File: src/rtl/rv_id_ex.sv
// ID/EX pipeline register for RV32I R-type instructions: single-entry skid-free
// stage with EX/MEM and MEM/WB operand forwarding at capture and during stalls.
module rv_id_ex #(
    parameter int unsigned STALL_CNT_W = 16
) (
    input  logic                   clk,
    input  logic                   rst_n,
    input  logic                   id_valid,
    output logic                   id_ready,
    input  logic [4:0]             id_rs1_addr,
    input  logic [4:0]             id_rs2_addr,
    input  logic [4:0]             id_rd_addr,
    input  logic [31:0]            id_rs1_data,
    input  logic [31:0]            id_rs2_data,
    input  logic [2:0]             id_funct3,
    input  logic                   id_funct7_r,
    input  logic                   mem_wr_en,
    input  logic [4:0]             mem_rd_addr,
    input  logic [31:0]            mem_rd_data,
    input  logic                   wb_wr_en,
    input  logic [4:0]             wb_rd_addr,
    input  logic [31:0]            wb_rd_data,
    input  logic                   flush,
    output logic                   ex_valid,
    input  logic                   ex_ready,
    output logic [31:0]            ex_rs1,
    output logic [31:0]            ex_rs2,
    output logic [2:0]             ex_funct3,
    output logic                   ex_funct7_r,
    output logic [4:0]             ex_rd_addr,
    output logic [STALL_CNT_W-1:0] stall_cnt
);

    logic [4:0]  rs1_addr_q;
    logic [4:0]  rs2_addr_q;
    logic        transfer;
    logic        hold;
    logic [31:0] cap_rs1;
    logic [31:0] cap_rs2;
    logic [31:0] ref_rs1;
    logic [31:0] ref_rs2;

    // Operand source priority: x0 is hard zero, then the younger EX/MEM write,
    // then MEM/WB, then the supplied fallback value.
    function automatic logic [31:0] pick_src(
        input logic [4:0]  addr,
        input logic [31:0] fallback,
        input logic        m_en,
        input logic [4:0]  m_addr,
        input logic [31:0] m_data,
        input logic        w_en,
        input logic [4:0]  w_addr,
        input logic [31:0] w_data
    );
        logic [31:0] r;
        r = fallback;
        if (addr == 5'd0)
            r = '0;
        else if (m_en && (m_addr == addr))
            r = m_data;
        else if (w_en && (w_addr == addr))
            r = w_data;
        return r;
    endfunction

    assign id_ready = !ex_valid || ex_ready;
    assign transfer = id_valid && id_ready;
    assign hold     = ex_valid && !ex_ready;

    always_comb begin
        cap_rs1 = pick_src(id_rs1_addr, id_rs1_data, mem_wr_en, mem_rd_addr, mem_rd_data,
                           wb_wr_en, wb_rd_addr, wb_rd_data);
        cap_rs2 = pick_src(id_rs2_addr, id_rs2_data, mem_wr_en, mem_rd_addr, mem_rd_data,
                           wb_wr_en, wb_rd_addr, wb_rd_data);
        // Held operands re-snoop so a write retiring mid-stall is not lost.
        ref_rs1 = pick_src(rs1_addr_q, ex_rs1, mem_wr_en, mem_rd_addr, mem_rd_data,
                           wb_wr_en, wb_rd_addr, wb_rd_data);
        ref_rs2 = pick_src(rs2_addr_q, ex_rs2, mem_wr_en, mem_rd_addr, mem_rd_data,
                           wb_wr_en, wb_rd_addr, wb_rd_data);
    end

    always_ff @(posedge clk or negedge rst_n) begin
        if (!rst_n) begin
            ex_valid    <= 1'b0;
            ex_rs1      <= '0;
            ex_rs2      <= '0;
            ex_funct3   <= '0;
            ex_funct7_r <= 1'b0;
            ex_rd_addr  <= '0;
            rs1_addr_q  <= '0;
            rs2_addr_q  <= '0;
            stall_cnt   <= '0;
        end else begin
            if (hold && (stall_cnt != '1))
                stall_cnt <= stall_cnt + 1'b1;

            if (flush) begin
                ex_valid <= 1'b0;
            end else if (transfer) begin
                ex_valid    <= 1'b1;
                ex_rs1      <= cap_rs1;
                ex_rs2      <= cap_rs2;
                ex_funct3   <= id_funct3;
                ex_funct7_r <= id_funct7_r;
                ex_rd_addr  <= id_rd_addr;
                rs1_addr_q  <= id_rs1_addr;
                rs2_addr_q  <= id_rs2_addr;
            end else if (hold) begin
                ex_rs1 <= ref_rs1;
                ex_rs2 <= ref_rs2;
            end else begin
                ex_valid <= 1'b0;
            end
        end
    end

endmodule
File: config.mk
export PLATFORM = sky130hd
export DESIGN_NAME = rv_id_ex
export DESIGN_NICKNAME = d
export VERILOG_FILES = /design/src/rtl/rv_id_ex.sv
export SDC_FILE = /design/constraint.sdc
export NUM_CORES = 1
export LEC_CHECK = 0
export CAP_MARGIN = 20
export CORE_ASPECT_RATIO = 0.5
export CORE_MARGIN = 3
export CORE_UTILIZATION = 30
export DETAILED_ROUTE_END_ITERATION = 10
export PLACE_DENSITY_LB_ADDON = 0.2
export SYNTH_ARGS = -nofsm -noshare
export SYNTH_HDL_FRONTEND = slang
export SYNTH_SLANG_ARGS = --single-unit
export TNS_END_PERCENT = 5
File: constraint.sdc
create_clock -name clk -period 2.1 [get_ports clk]
set_input_delay 0.42 -clock clk [delete_from_list [all_inputs] [get_ports clk]]
set_output_delay 0.42 -clock clk [all_outputs]
set_load 0.02 [all_outputs]
==> metrics.txt, run 1 <==
Clock Sinks 100; number of flops mapped to enable cells by yosys 0; Max Fanout on Critical Path 32; WL final roughly 36 mm; most frequent cell after synthesis a31oi_1; Setup Viol. Count Final 0; hpwl dp approximately 25 mm; Yosys warnings 0; Post-Syn Instances 877; via count 8863; Clk Latency, worst-skew pair 0.37 ns; NumNets Final 1287; Core ar. 25500 sq um; Slew Limit Fails 0; Worst IR Drop VDD 297 uV; drt drc 0; I/O Buffers 254; Die ar. 28300 sq um; outcome finished clean; share of layout cells above drive strength 1 between 10% and 20%; asr flop ratio synth 100%; chip height 120 um; initial drt markers 935; clock period minus worst slack 2.03 ns; max_cap viols 0; Post-synth top cells a31oi_1, dfrtp_1, nor3_1; global-route wire length before repair 54.2 mm; Worst-path clk slew 0.07 ns; num rows 41; largest area contributor in the netlist dfrtp_1; initial antenna violation count 1; FF+latch count, synth 100; post-synthesis to final-layout area growth 49.8%; sequential cell area 2500 sq um; area of the multi-input gates approximately 5000 sq um; ys flop type dfrtp_1; post-synthesis sequential area ratio 31.8%; initial core utilization 30.8%; Critical Path AT 2.26 ns; Hold Crit Class input pin to async pin; Synth area leaders dfrtp_1, a31oi_1, and4_1; drt first pass iters 7; unrepaired setup endpoints after global routing yes; clk_skew between 0.01 and 0.015 ns; Worst Tran Pin Value 0.516 ns; Synth top area share 31.8%; fmax around 0.49 GHz; mapped cell area 7860 sq um; vias in the first global route 8774; CP Capture Type register; CTS Root Cell clkbuf_16; Worst slew margin about two thirds; Final Hold Viols 0; Filler cells 2446; gr usage total 24.3%; CTS Buf Count 9; post-cts hold buffer count 0; Critical Setup Path Class input pin to register; via/cell ratio between 6 and 7; Die W roughly 230 um; post-synthesis cell type count 42; pin count of the biggest net entering global routing 65; Clock Tree Buf Depth 2; antenna viol nets, final 0; Tcrit/Tclk final 96.7%; setup TNS 0 ns; TritonCTS clock tree done; Worst EP required about 2.3 ns; Avg WL per Cell 24.3 um; I/O Pins 255; Overflow after GRT 0; Setup crit start kind input pin; CTS H-tree depth 3; global placement routability congestion 0.864; final core utilization 46.2%; Leakage around 4.6 nW; pwr/cell area 731 nW/um^2; synthesized area per cell 8.97 sq um; Syn Nets 1042
final cells by class:
cell class / count / area share, %
repair buffers: 343 / 30.4
clock buffers: 14 / 2.33
diodes: 1 / 0.0212
inverters: 5 / 0.159
clock inverters: 1 / 0.255
well taps: 344 / 3.65
multi-input cells: 663 / 41.9
flip-flops and latches: 100 / 21.3
cells by family (layout without fill, tap and decap cells):
group / Yosys count / count (layout) / synth area share, %
and+or+nand+nor: 319 / 319 / 27.9
AOI/OAI and AO/OA: 269 / 269 / 24.6
buffers and inverters: 114 / 363 / 6.68
DFF: 100 / 100 / 31.8
xor gates and xnor gates: 54 / 54 / 6.02
muxes: 20 / 20 / 2.86
adders and majority gates: 1 / 1 / 0.159
other: 0 / 1 / 0
what timing repair did:
action	4_1_cts	5_1_grt
buffers inserted	2	2
setup endpoints to repair	65	64
gates resized for setup	11	16
gates cloned	1	2
pin swaps	3	14
routing by layer:
layer | GRT usage, % | routed length [um] | part of all wire [%] | vias to the layer above
met3 | 4.38 | 2440 | 6.8 | 54
met5 | 0 | 0 | 0 | -
li1 | - | - | - | 3978
met4 | 7.86 | 960 | 2.7 | 0
met1 | 33.6 | 15800 | 44 | 4439
met2 | 38.6 | 16600 | 46 | 392
where the power goes:
group | switching (mW) | internal, mW | leakage (nW)
Combinational | 2.01 | 1.89 | 3.24
Sequential | 0.462 | 2.44 | 1.17
Clock | 0.792 | 1.02 | 0.149
registers in the layout (all words and copies together) (netlist names):
| register | flops |
|---|---|
| ex_rs2 | 32 |
| ex_rd_addr | 5 |
| stall_cnt | 16 |
| rs1_addr_q | 5 |
| ex_funct3 | 3 |
| ex_rs1 | 32 |
| rs2_addr_q | 5 |
| ex_valid | 1 |
| ex_funct7_r | 1 |
through the flow:
step	instance area (sq um)	worst slack [ns]	instances	hold slack (ns)	power, mW
after floorplan	7860	0.0983	877	0.124	4.63
after global placement	11300	-0.453	1448	0.429	6.75
after detailed placement	11300	-0.508	1448	0.428	6.79
after CTS	11600	-0.0610	1466	0.0247	8.63
after global routing	11800	-0.0232	1471	0.0288	9.03
final	11800	0.0701	1471	0.0269	8.61
cell usage in the layout, fill, tap and decap left out, drive strengths merged:
master           n
o21a             1
nand2           10
dlygate4sd2      8
mux2            20
a22oi            2
a31oi          128
o2111ai          3
o211ai           1
xnor2           20
dfrtp          100
dlymetal6s2s     8
a21oi            2
ha               1
or4              1
nand3b          64
o311ai          64
clkdlybuf4s50  237
diode            1
nand4            6
inv              5
o22ai            2
nor3            70
and2             9
and3            65
nor2            12
and4            66
xor2            34
a21boi          64
clkbuf          16
bufinv           1
nor2b            1
nand3            3
or2              2
buf             88
and3b            2
o21ai            2
nor4             8
path summary, 6_finish.rpt:
kind                               start             to  slack (ns)  depth (start not counted)
setup / recovery                ex_ready     ex_rs2[30]        0.07                          9
hold / removal                     rst_n      ex_rs2[5]        0.03                          1
setup reg to reg           rs1_addr_q[3]     ex_rs1[22]        0.11                          7
hold reg to reg            stall_cnt[10]  stall_cnt[10]        0.49                          1
max in group asynchronous          rst_n  rs1_addr_q[3]        1.41                          2
min in group clk           stall_cnt[10]  stall_cnt[10]        0.49                          1
worst max-delay path, stage by stage:
cell and delay [ns]:
clkdlybuf4s50_1 0.46, nor2b_4 0.18, o21ai_1 0.11, buf_4 0.17, buf_4 0.15, o22ai_4 0.22, or2_1 0.18, buf_12 0.21
a31oi_1 0.12
No activity file was read; power rests on OpenSTA's default activity.
==> run 2, diff against run 1 <==
--- a/config.mk
+++ b/config.mk
@@ -5,12 +5,11 @@
 export SDC_FILE = /design/constraint.sdc
 export NUM_CORES = 1
 export LEC_CHECK = 0
-export CAP_MARGIN = 20
 export CORE_ASPECT_RATIO = 0.5
-export CORE_MARGIN = 3
 export CORE_UTILIZATION = 30
 export DETAILED_ROUTE_END_ITERATION = 10
 export PLACE_DENSITY_LB_ADDON = 0.2
+export REMOVE_ABC_BUFFERS = 1
 export SYNTH_ARGS = -nofsm -noshare
 export SYNTH_HDL_FRONTEND = slang
 export SYNTH_SLANG_ARGS = --single-unit
==> metrics.txt, run 2 (same netlist as run 1, synthesis figures left out) <==
Worst IR Drop VDD 395 uV (+33%); Die ar. 26900 sq um (-5.0%); global placement routability congestion 0.819 (-5.2%); Non-Filler Instances 1483 (+0.82%); via count 9055 (+2.2%); CTS H-tree depth 3 (unchanged); gr usage total 26.0% (+1.7 points); CTS Buf Count 9 (unchanged); pin count of the biggest net entering global routing 90 (+38%); initial drt markers 903 (-3.4%); initial antenna violation count 1 (unchanged); post-synthesis to final-layout area growth 52.5%; crit-path cells clkdlybuf4s50_1 > nor2b_1 > buf_4 > inv_2 > a22oi_2 > o22ai_4 > buf_4 > buf_12 > nor3_1 > a31oi_1; clock period minus worst slack 2.05 ns (+0.0195 ns); fmax 0.488 GHz (-0.95%); share of layout cells above drive strength 1 15.5% (+2.5 points); Max Fanout on Critical Path 26 (-19%); Leakage 4.63 nW (+1.6%); TritonCTS clock tree done; Setup Viol. Count Final 0 (unchanged); vias in the first global route 8772 (-0.023%); Worst-path clk slew 0.08 ns (about the same); antenna viol nets, final 0 (unchanged); CP Capture Type register; initial core utilization 30.9% (+0.062 points); Setup crit start kind input pin; CTS Root Cell clkbuf_16; commonest non-fill, non-tap cell in the layout clkdlybuf4s50_1; most frequent cells in the layout clkdlybuf4s50_1, a31oi_1, dfrtp_1; Overflow after GRT 0 (unchanged); max_cap viols 0 (unchanged); global-route wire length before repair 53.8 mm (-0.68%); delay of the slowest cell on the worst path 0.40 ns (-0.06 ns); chip height 116 um (-3.3%); final core utilization 47.1% (+0.93 points); Critical Setup Path Class input pin to register; most used cell, CP buf_4; Worst EP required 2.33 ns (about the same); NumNets Final 1298 (+0.85%); Core ar. 25400 sq um (-0.20%); num rows 41 (unchanged); Final Hold Viols 0 (unchanged); via/cell ratio 6.11 (+1.3%); slowest CP cell clkdlybuf4s50_1; I/O Buffers 254 (unchanged); I/O Pins 255 (unchanged); outcome finished clean; Regs by FF count ex_rs1 x32, ex_rs2 x32, stall_cnt x16; drt drc 0 (unchanged); drt first pass iters 5 (-2); Hold Crit Class input pin to async pin; Tcrit/Tclk final 97.6% (+0.93 points); unrepaired setup endpoints after global routing yes; WL final 36.3 mm (+1.4%); Worst Tran Pin Value 0.601 ns (+0.0846 ns); pwr/cell area 738 nW/um^2 (+1.0%); placed cells 1455 (+0.48%); Clock Tree Buf Depth 2 (unchanged); Worst slew margin 59.9% (-5.6 points); Clock Sinks 100 (unchanged); clk_skew 0.0119 ns (-0.000981 ns); Slew Limit Fails 0 (unchanged); Critical Path AT 2.28 ns (+0.02 ns); Avg WL per Cell 24.4 um (+0.63%); hpwl dp 23.4 mm (-5.9%); Die W 231 um (-1.7%); Clk Latency, worst-skew pair 0.35 ns (-0.02 ns)
## run 2: worst max-delay path, delay by kind of cell
kind | cells | cell delay (ns)
compound gates | 3 | 0.52
buf+inv | 5 | 1.00
simple gates | 2 | 0.34
## run 2: cell type report
type	instances	area, sq um
flip-flops and latches	100	2500
inverters	5	18.8
diodes	1	2.50
clock buffers	10	239
multi-input cells	663	5000
well taps	344	430
repair buffers	354	3690
clock inverters	6	111
fillers	2461	13500
## run 2: path summary, 6_finish.rpt
check | from | to | slack (ns) | depth (start not counted)
max reg2reg | ex_valid | ex_rs1[14] | 0.11 | 8
min | rst_n | ex_rs1[10] | 0.45 | 2
min in group clk | stall_cnt[10] | stall_cnt[10] | 0.49 | 1
min reg2reg | stall_cnt[10] | stall_cnt[10] | 0.49 | 1
max | ex_ready | ex_rs2[22] | 0.05 | 10
max in group asynchronous | rst_n | rs1_addr_q[1] | 0.79 | 3
## run 2: what timing repair did
item                                    CTS  global route
endpoints found under the setup margin   64            64
gates resized for setup                  26            22
cloned                                    2             3
pin swaps                                 7             9
hold buffers                              1             0
hold endpoints to repair                 11             0
setup buffers                             3             2
## run 2: where the power goes
| part | internal (mW) | switching (mW) |
|---|---|---|
| clock | 1.20 | 0.819 |
| sequential | 2.44 | 0.443 |
| combinational | 1.93 | 2.03 |
| total | 5.56 | 3.29 |
## run 2: per-layer routing
metal  part of all wire (%)  GRT usage [%]
met4                    2.5           7.81
met1                     43           35.2
met3                    7.2           4.35
met5                      0              0
met2                     47           42.8
## run 2: stage by stage
stage	setup slack (ns)	cell area, sq um	hold slack (ns)	power (mW)	setup TNS (ns)
CTS	-0.00394	11900	0.434	8.85	-0.00394
global placement	-0.472	11300	0.282	6.70	-30.11
floorplan	-3.03	7360	0.124	4.53	-193.86
finish	0.0506	12000	0.448	8.86	0
global route	-0.0641	12000	0.465	9.27	-0.335
detailed placement	-0.503	11300	0.285	6.77	-31.43
==> run 3, diff against run 2 <==
--- a/config.mk
+++ b/config.mk
@@ -9,7 +9,6 @@
 export CORE_UTILIZATION = 30
 export DETAILED_ROUTE_END_ITERATION = 10
 export PLACE_DENSITY_LB_ADDON = 0.2
-export REMOVE_ABC_BUFFERS = 1
 export SYNTH_ARGS = -nofsm -noshare
 export SYNTH_HDL_FRONTEND = slang
 export SYNTH_SLANG_ARGS = --single-unit
==> metrics.txt, run 3 (same netlist as run 1, synthesis figures left out) <==
outcome finished clean; CTS Root Cell clkbuf_16; fin worst setup slack 0.0697 ns (+0.0191 ns); Worst EP required 2.39 ns (+0.06 ns); pre-CTS setup slack -0.452 ns (+0.0503 ns); drt drc 0 (unchanged); Worst IR Drop VDD 446 uV (+13%); Clock Tree Buf Depth 2 (unchanged); I/O Pins 255 (unchanged); global-route wire length before repair 52.5 mm (-2.5%); sequential cell area 2500 sq um (about the same); CP Capture Type register; via/cell ratio 6.05 (-0.98%); antenna viol nets, final 0 (unchanged); Critical Path AT 2.32 ns (+0.04 ns); max_cap viols 0 (unchanged); WL final 36.5 mm (+0.56%); clock period minus worst slack 2.03 ns (-0.0191 ns); via count 9027 (-0.31%); Tcrit/Tclk final 96.7% (-0.91 points); NumNets Final 1307 (+0.69%); Filler cells 2446 (-0.61%); Setup crit start kind input pin; fmax 0.493 GHz (+0.94%); initial drt markers 1037 (+15%); cell count of the worst reg-to-reg path 7 (-1); Slew Limit Fails 0 (unchanged); final core utilization 47.6% (+0.42 points); Overflow after GRT 0 (unchanged); I/O Buffers 254 (unchanged); initial antenna violation count 1 (unchanged); Non-Filler Instances 1493 (+0.67%); Clock Sinks 100 (unchanged); chip height 116 um (unchanged); Die W 231 um (unchanged); Clk Latency, worst-skew pair 0.37 ns (+0.02 ns); Levels on crit path 8 (-2); pwr/cell area 714 nW/um^2 (-3.3%); Worst Tran Pin Value 0.470 ns (-0.131 ns); Worst-path clk slew 0.08 ns (about the same); post-synthesis to final-layout area growth 53.9%; Avg WL per Cell 24.4 um (-0.11%); Regs by FF count ex_rs1 x32, ex_rs2 x32, stall_cnt x16; setup TNS 0 ns (unchanged); pin count of the biggest net entering global routing 61 (-32%); commonest non-fill, non-tap cell in the layout clkdlybuf4s50_1; total power 8.64 mW (-2.4%); share of layout cells above drive strength 1 15.3% (-0.12 points); Worst slew margin 68.6% (+8.7 points); Max Fanout on Critical Path 16 (-38%); Setup Viol. Count Final 0 (unchanged); delay of the slowest cell on the worst path 0.46 ns (+0.06 ns); Final Hold Viols 0 (unchanged); gr usage total 25.5% (-0.56 points); initial core utilization 30.9% (unchanged); crit-path cells clkdlybuf4s50_1 > buf_4 > xor2_2 > nor4_4 > and2_4 > clkbuf_16 > o311ai_1 > a31oi_1; register-to-register setup slack 0.16 ns (+0.05 ns); clk_skew 0.0103 ns (-0.00163 ns); Die ar. 26900 sq um (unchanged); cell family with most CP delay buffers and inverters; placed cells 1463 (+0.55%); vias in the first global route 8790 (+0.21%); global placement routability congestion 0.873 (+6.5%); num rows 41 (unchanged); Leakage 4.74 nW (+2.6%); Core ar. 25400 sq um (unchanged); CTS Buf Count 9 (unchanged); Critical Setup Path Class input pin to register; TritonCTS clock tree done; unrepaired setup endpoints after global routing no; slowest CP cell clkdlybuf4s50_1; most frequent cells in the layout clkdlybuf4s50_1, a31oi_1, dfrtp_1; Hold Crit Class register to register; hold path cells 1; drt first pass iters 5 (unchanged); area of the multi-input gates 4990 sq um (-0.15%); CTS H-tree depth 3 (unchanged); CP Buf/Inv Count 3 (-2); hpwl dp 24.1 mm (+3.2%)
-- run 3: cell count changes in the layout (fill, tap and decap cells not counted), sizes merged, moves of 2 or more --
cell / before / now
buf: 97 / 103
dlygate4sd2: 10 / 4
bufinv: 3 / 1
dlymetal6s2s: 6 / 14
clkinv: 2 / 4
-- run 3: per-layer routing --
metal  part of all wire, %  up-vias  GRT usage [%]  wire length, um
met1                    43     4471           33.2            15500
li1                      -     4005              -                -
met3                   8.2       82           5.49             2990
met2                    46      469           41.4            16800
met4                   3.3        0           10.2             1190
met5                     0        -              0                0
-- run 3: repair_timing --
item / CTS / global route
setup endpoints to repair: 39 / 64
setup buffers: 0 / 4
resized for setup: 8 / 38
hold buffers: 1 / 0
pin swaps: 5 / 15
gates cloned: 0 / 7
hold endpoints to repair: 27 / 0
-- run 3: area by class of cell --
| class | count | area share [%] |
|---|---|---|
| clock inverters | 7 | 0.548 |
| clock buffers | 9 | 1.86 |
| well taps | 344 | 3.56 |
| repair buffers | 363 | 31.9 |
| multi-input cells | 663 | 41.3 |
| flip-flops and latches | 100 | 20.7 |
| inverters | 5 | 0.155 |
| diodes | 2 | 0.0414 |
-- run 3: path summary, 6_finish.rpt --
kind                                start            end
setup / recovery           mem_rd_addr[1]     ex_rs1[30]
hold / removal              stall_cnt[10]  stall_cnt[10]
setup reg to reg            rs1_addr_q[0]     ex_rs1[28]
hold reg to reg             stall_cnt[10]  stall_cnt[10]
max in group asynchronous           rst_n  rs1_addr_q[0]
min in group asynchronous           rst_n     ex_rs2[28]
-- run 3: power breakdown --
part | switching [mW] | total [mW] | internal (mW) | leakage [nW]
clock | 0.843 | 1.77 | 0.922 | 0.145
sequential | 0.453 | 2.89 | 2.43 | 1.17
combinational | 2.03 | 3.99 | 1.96 | 3.43
-- run 3: through the flow --
| step | area [sq um] | hold slack (ns) |
|---|---|---|
| 6_report | 12100 | 0.501 |
| 5_1_grt | 12100 | 0.519 |
| 2_1_floorplan | 7860 | 0.124 |
| 3_3_place_gp | 11500 | 0.394 |
| 3_5_place_dp | 11500 | 0.399 |
| 4_1_cts | 11800 | 0.517 |
